## config.mk

```make
export PLATFORM = sky130hd
export DESIGN_NAME = pair_tx
export DESIGN_NICKNAME = d
export VERILOG_FILES = /design/src/rtl/pair_tx_pkg.sv /design/src/rtl/pair_fifo.sv /design/src/rtl/pair_tx.sv
export SDC_FILE = /design/constraint.sdc
export NUM_CORES = 1
export LEC_CHECK = 0
export BUFFER_PORTS_ARGS = -buffer_cell sky130_fd_sc_hd__buf_2
export CAP_MARGIN = 20
export CORE_ASPECT_RATIO = 1.1
export CORE_MARGIN = 2
export CORE_UTILIZATION = 25
export CTS_BUF_LIST = sky130_fd_sc_hd__clkbuf_16
export DETAILED_ROUTE_END_ITERATION = 16
export PLACE_DENSITY_LB_ADDON = 0.1
export SLEW_MARGIN = 10
export SYNTH_ARGS = -nofsm -noshare
export SYNTH_HDL_FRONTEND = slang
export SYNTH_SLANG_ARGS = --single-unit
```

## constraint.sdc

```tcl
create_clock -name clock -period 5.1 [get_ports clock]
set_input_delay 0.51 -clock clock [delete_from_list [all_inputs] [get_ports clock]]
set_output_delay 0.51 -clock clock [all_outputs]
set_load 0.05 [all_outputs]
```

## src/rtl/pair_tx_pkg.sv

```systemverilog
// pair_tx shared types and constants.
// Operand pair layout, FSM encoding, expected-length helper.
package pair_tx_pkg;

  localparam int OP_W        = 8;
  localparam int CNT_W       = 9;
  localparam int DEPTH_DEF   = 4;
  localparam int TIMEOUT_DEF = 16;

  typedef enum logic [2:0] {
    S_IDLE,
    S_WAIT_RFD,
    S_OFFER,
    S_WAIT_HI,
    S_COUNT
  } state_e;

  typedef struct packed {
    logic [OP_W-1:0] x;
    logic [OP_W-1:0] y;
  } pair_t;

  // A zero max makes the consumer counter wrap, giving 256 cycles.
  function automatic logic [CNT_W-1:0] exp_of(input pair_t p);
    logic [OP_W-1:0]  m;
    logic [CNT_W-1:0] e;
    if ($signed(p.x) > $signed(p.y)) m = p.x;
    else                             m = p.y;
    e = {1'b0, m};
    if (e == '0) e = CNT_W'(256);
    return e;
  endfunction

endpackage

```

## src/rtl/pair_fifo.sv

```systemverilog
// Synchronous FIFO of operand pairs.
// Head read is valid whenever not empty.
module pair_fifo
  import pair_tx_pkg::*;
#(
  parameter int DEPTH = DEPTH_DEF
) (
  input  logic  clk_i,
  input  logic  rst_i,
  input  logic  push_i,
  input  logic  pop_i,
  input  pair_t din_i,
  output pair_t head_o,
  output logic  full_o,
  output logic  empty_o
);

  localparam int AW = $clog2(DEPTH);

  pair_t         mem_q [DEPTH];
  logic [AW-1:0] wr_q;
  logic [AW-1:0] rd_q;
  logic [AW:0]   cnt_q;

  always_ff @(posedge clk_i) begin
    if (rst_i) begin
      wr_q  <= '0;
      rd_q  <= '0;
      cnt_q <= '0;
    end else begin
      if (push_i) wr_q <= wr_q + 1'b1;
      if (pop_i)  rd_q <= rd_q + 1'b1;
      case ({push_i, pop_i})
        2'b10:   cnt_q <= cnt_q + 1'b1;
        2'b01:   cnt_q <= cnt_q - 1'b1;
        default: ;
      endcase
    end
  end

  always_ff @(posedge clk_i) begin
    if (push_i) mem_q[wr_q] <= din_i;
  end

  assign head_o  = mem_q[rd_q];
  assign full_o  = (cnt_q == (AW+1)'(DEPTH));
  assign empty_o = (cnt_q == '0);

endmodule

```

## src/rtl/pair_tx.sv

```systemverilog
// Operand-pair transmitter over the rfd/dav handshake.
// Measures the consumer pulse and flags mismatch or timeout.
module pair_tx
  import pair_tx_pkg::*;
#(
  parameter int DEPTH   = DEPTH_DEF,
  parameter int TIMEOUT = TIMEOUT_DEF
) (
  input  logic             clock,
  input  logic             reset,
  input  logic             load,
  input  logic [OP_W-1:0]  load_x,
  input  logic [OP_W-1:0]  load_y,
  output logic             full,
  output logic             ovf,
  input  logic             rfd_x,
  input  logic             rfd_y,
  output logic             dav_x,
  output logic             dav_y,
  output logic [OP_W-1:0]  x,
  output logic [OP_W-1:0]  y,
  input  logic             out,
  output logic [CNT_W-1:0] meas,
  output logic             meas_valid,
  output logic             err,
  output logic             busy
);

  localparam int TW = $clog2(TIMEOUT + 1);

  state_e state_q, state_d;

  pair_t head;
  logic  f_full, f_empty;
  logic  push, pop;
  logic  rfd_all, rfd_none;

  logic [OP_W-1:0]  x_q, x_d;
  logic [OP_W-1:0]  y_q, y_d;
  logic             dav_q, dav_d;
  logic [CNT_W-1:0] exp_q, exp_d;
  logic [TW-1:0]    tmr_q, tmr_d;
  logic [CNT_W-1:0] cnt_q, cnt_d;
  logic [CNT_W-1:0] meas_q, meas_d;
  logic             mv_q, mv_d;
  logic             err_q, err_d;
  logic             ovf_q, ovf_d;
  logic             tmo;

  assign rfd_all  = rfd_x & rfd_y;
  assign rfd_none = ~rfd_x & ~rfd_y;
  assign pop      = (state_q == S_OFFER) & rfd_none;
  // A full FIFO still accepts when the head leaves this cycle.
  assign push     = load & (~f_full | pop);
  assign ovf_d    = load & f_full & ~pop;
  assign tmo      = (tmr_q == TW'(TIMEOUT - 1));

  pair_fifo #(.DEPTH(DEPTH)) u_fifo (
    .clk_i   (clock),
    .rst_i   (reset),
    .push_i  (push),
    .pop_i   (pop),
    .din_i   ({load_x, load_y}),
    .head_o  (head),
    .full_o  (f_full),
    .empty_o (f_empty)
  );

  always_ff @(posedge clock) begin
    if (reset) begin
      state_q <= S_IDLE;
      x_q     <= '0;
      y_q     <= '0;
      dav_q   <= 1'b1;
      exp_q   <= '0;
      tmr_q   <= '0;
      cnt_q   <= '0;
      meas_q  <= '0;
      mv_q    <= 1'b0;
      err_q   <= 1'b0;
      ovf_q   <= 1'b0;
    end else begin
      state_q <= state_d;
      x_q     <= x_d;
      y_q     <= y_d;
      dav_q   <= dav_d;
      exp_q   <= exp_d;
      tmr_q   <= tmr_d;
      cnt_q   <= cnt_d;
      meas_q  <= meas_d;
      mv_q    <= mv_d;
      err_q   <= err_d;
      ovf_q   <= ovf_d;
    end
  end

  always_comb begin
    state_d = state_q;
    unique case (state_q)
      S_IDLE:     if (!f_empty) state_d = S_WAIT_RFD;
      S_WAIT_RFD: if (rfd_all)  state_d = S_OFFER;
      S_OFFER:    if (rfd_none) state_d = S_WAIT_HI;
      S_WAIT_HI: begin
        if (out)      state_d = S_COUNT;
        else if (tmo) state_d = S_IDLE;
      end
      S_COUNT:    if (!out)     state_d = S_IDLE;
      default:    state_d = S_IDLE;
    endcase
  end

  always_comb begin
    x_d    = x_q;
    y_d    = y_q;
    dav_d  = dav_q;
    exp_d  = exp_q;
    tmr_d  = tmr_q;
    cnt_d  = cnt_q;
    meas_d = meas_q;
    mv_d   = 1'b0;
    err_d  = err_q;
    unique case (state_q)
      S_IDLE: dav_d = 1'b1;
      S_WAIT_RFD: begin
        if (rfd_all) begin
          x_d   = head.x;
          y_d   = head.y;
          dav_d = 1'b0;
          exp_d = exp_of(head);
        end
      end
      S_OFFER: begin
        if (rfd_none) begin
          dav_d = 1'b1;
          tmr_d = '0;
        end
      end
      S_WAIT_HI: begin
        if (out) begin
          cnt_d = CNT_W'(1);
        end else if (tmo) begin
          meas_d = '0;
          err_d  = 1'b1;
          mv_d   = 1'b1;
        end else begin
          tmr_d = tmr_q + 1'b1;
        end
      end
      S_COUNT: begin
        if (out) begin
          if (cnt_q != '1) cnt_d = cnt_q + 1'b1;
        end else begin
          meas_d = cnt_q;
          err_d  = (cnt_q != exp_q);
          mv_d   = 1'b1;
        end
      end
      default: ;
    endcase
  end

  assign full       = f_full;
  assign ovf        = ovf_q;
  assign dav_x      = dav_q;
  assign dav_y      = dav_q;
  assign x          = x_q;
  assign y          = y_q;
  assign meas       = meas_q;
  assign meas_valid = mv_q;
  assign err        = err_q;
  assign busy       = (state_q != S_IDLE);

endmodule

```

==> flow_metrics.py <==
metrics = {
    "critical_path": {
        "cp-endpoint": "exp_q[8]",
        "cp_slowest_cell": "dfxtp_1",
        "crit_buf_inv": 0,
        "cp_data_required_time_ps": 5360,
        "worstPathMaxFanout": 16,
        "end_kind": "register",
        "slowest_delay_ps": 860,
        "r2r_slack_ps": 1630,
        "worst_ep_arrival_time_ps": 3730,
        "path_delay_family": "compound AO/OA/AOI/OAI gates",
        "critical_path_depth": 8,
        "path_class": "reg2reg",
        "crit_chain": "mux4_2 -> ha_1 -> nand4_2 -> o22ai_1 -> nor2_1 -> a221oi_4 -> mux2i_1 -> o41ai_2",
        "setup.worst_path.start_class": "register",
        "r2r_cells": 8,
        "r2r-end": "exp_q[8]",
    },
    "grt": {
        "antenna_found_initial": 0,
        "grt_first_pass_wirelength_um": 20000,
        "grt-ovfl-total": 0,
        "grt_start_max_net_pins": 50,
        "grt_pass1_vias": 3582,
        "track_usage_pct": 11.7,
    },
    "synth": {
        "postSynthCellCount": 445,
        "synthTopCellsByArea": "edfxtp_1, dfxtp_1, mux4_2",
        "synth_top_family_by_area": "simple AND/OR/NAND/NOR gates",
        "yosys.area.top_type_share_pct": 35.6,
        "yosysSeqAreaShare_pct": 59.4,
        "synthFlopType": "edfxtp_1",
        "synth-adder-area-share_pct": 4.31,
        "synth_edf_count": 64,
        "yosys_warnings": 0,
        "synth-seq-cells": 128,
        "postSynthAreaPerCell_um2": 12.1,
        "async_flop_share_pct": 0,
        "yosys.cell_types.count": 52,
        "syn_nets": 485,
        "synth_xor_area_share_pct": 3.57,
        "yosys-top-cells-count": "dfxtp_1, edfxtp_1, nor2_1",
        "synth_area_leader_cell": "edfxtp_1",
        "synth_compound_area_share_pct": 8.81,
        "muxShareOfSynthArea_pct": 8.88,
        "syn-cell-area_mm2": 0.00540,
        "synth-simple-area-share_pct": 12.0,
    },
    "placed_design": {
        "place_area_mm2": 0.00595,
        "io_buffers": 53,
        "dpl.cell_count": 769,
        "gp_congestion": 0.718,
        "dp_hpwl_um": 8350,
        "place_ws_ps": 1570,
    },
    "detailed_routing": {
        "avgRoutedWirePerCell_um": 15.2,
        "wl_um": 12200,
        "dr.first_iter.drc_count": 184,
        "route.vias.total": 3486,
        "first_pass_iters": 4,
        "vias_per_cell": 4.36,
        "drc": 0,
        "final_antenna_net_count": 0,
    },
    "floorplanning": {
        "rows": 56,
        "die_h_um": 158,
        "start_util_pct": 25.4,
        "coreArea_mm2": 0.0212,
        "dieArea_mm2": 0.0228,
        "die_x_um": 144,
        "ios": 54,
    },
    "sta": {
        "slew_viol_final": 0,
        "tns_ps": 0,
        "tightest_slew_ps": 992,
        "setup_viol": 0,
        "fin_crit_sh_pct": 68.0,
        "final-hold-violation-count": 0,
        "rsz0062_at_grt": "false",
        "slew_headroom_pct": 33.9,
        "min_period_ps": 3470,
        "fmax_ghz": 0.288,
        "finClkSkew_ps": 10.9,
        "worst_slack_ps": 1630,
        "fin_hold_ws_ps": 306,
    },
    "cts": {
        "path_clk_slew_ps": 60,
        "ctsHoldBuffers": 0,
        "clock_sinks": 128,
        "h-tree-depth": 4,
        "ctsRootBufferMaster": "clkbuf_16",
        "cts_tree": "built",
        "cts_setup_buffers": 0,
        "cts_resized": 0,
        "cts_made_buffers": 17,
        "clock_latency_ps": 420,
        "clockBufferDepth": 2,
    },
    "finish": {
        "syn_to_final_growth_pct": 20.5,
        "final_util_pct": 30.6,
        "final_cells": 800,
        "final_nets": 538,
        "multiInputGateArea_mm2": 0.00203,
        "regArea_mm2": 0.00320,
        "final_area_mm2": 0.00650,
        "drive_above_1_share_pct": 20.0,
        "nFillCells": 2167,
        "diodes": 0,
    },
    "pwr": {
        "p_per_area_mw_per_mm2": 417,
        "p_total_mw": 2.71,
        "power_leakage_nw": 2.45,
        "peakVddDrop_mv": 0.233,
    },
    "flow_run": {
        "max_cap_viol_count": 0,
    },
    "run_status": {
        "status": "complete, no violations",
    },
    "hold_path": {
        "hp-class": "in2reg",
    },
}
where the power goes:
| group | switching, mW | internal, mW |
|---|---|---|
| sequential | 0.0392 | 1.14 |
| clock | 0.426 | 0.728 |
| combinational | 0.251 | 0.125 |
metal layers:
| metal | vias to the layer above | wire (µm) | GRT usage (%) | part of all wire, % |
|---|---|---|---|---|
| li1 | 1727 | - | - | - |
| met1 | 1689 | 5690 | 14.9 | 47 |
| met2 | 52 | 5850 | 19.0 | 48 |
| met3 | 18 | 360 | 2.69 | 3.0 |
| met4 | 0 | 258 | 5.46 | 2.1 |
| met5 | - | 0 | 0 | 0 |
registers in the layout (all words and copies together), names as in the netlist, 5 cells and up, named ones only:
signal        flops
cnt_q             9
exp_q             9
meas              9
tmr_q             5
u_fifo.mem_q     64
x                 8
y                 8
cells by family (layout without fill, tap and decap cells):
group	Yosys count	after routing
DFF	128	128
and+or+nand+nor	141	141
adders and majority gates	18	18
AOI/OAI and AO/OA	68	68
muxes	27	27
xor gates and xnor gates	22	22
buffers and inverters	41	106
final cells by class:
type / count / share of cell area, %
Sequential cell: 128 / 49.2
Tap cell: 290 / 5.58
Clock inverter: 13 / 1.63
Inverter: 20 / 1.15
Multi-Input combinational cell: 276 / 31.2
Timing Repair Buffer: 55 / 4.31
Clock buffer: 18 / 6.92
layout by cell type (no fill, tap or decap), drive strengths merged, types with 8 or more instances in the layout:
| cell type | netlist | layout |
|---|---|---|
| edfxtp | 64 | 64 |
| xor2 | 15 | 15 |
| a22oi | 9 | 9 |
| a211oi | 12 | 12 |
| clkbuf | 16 | 18 |
| nor2 | 49 | 49 |
| buf | 5 | 55 |
| inv | 20 | 26 |
| mux2i | 10 | 10 |
| ha | 17 | 17 |
| nand4 | 8 | 8 |
| nand2 | 47 | 47 |
| dfxtp | 64 | 64 |
| mux4 | 16 | 16 |
| nor3 | 8 | 8 |
| a21oi | 27 | 27 |
how the worst min path moves through the flow:
stage	end	slack (ps)	from	cells after the start
2_1_floorplan	exp_q[6]	450	exp_q[6]	2
3_3_place_gp	y[2]	450	y[2]	2
3_5_place_dp	y[4]	450	y[4]	2
4_1_cts	u_fifo.mem_q[2][4]	290	load_y[4]	1
5_1_grt	u_fifo.mem_q[2][4]	300	load_y[4]	1
6_report	u_fifo.mem_q[2][4]	310	load_y[4]	1
Power figures use the tool's default switching activity.
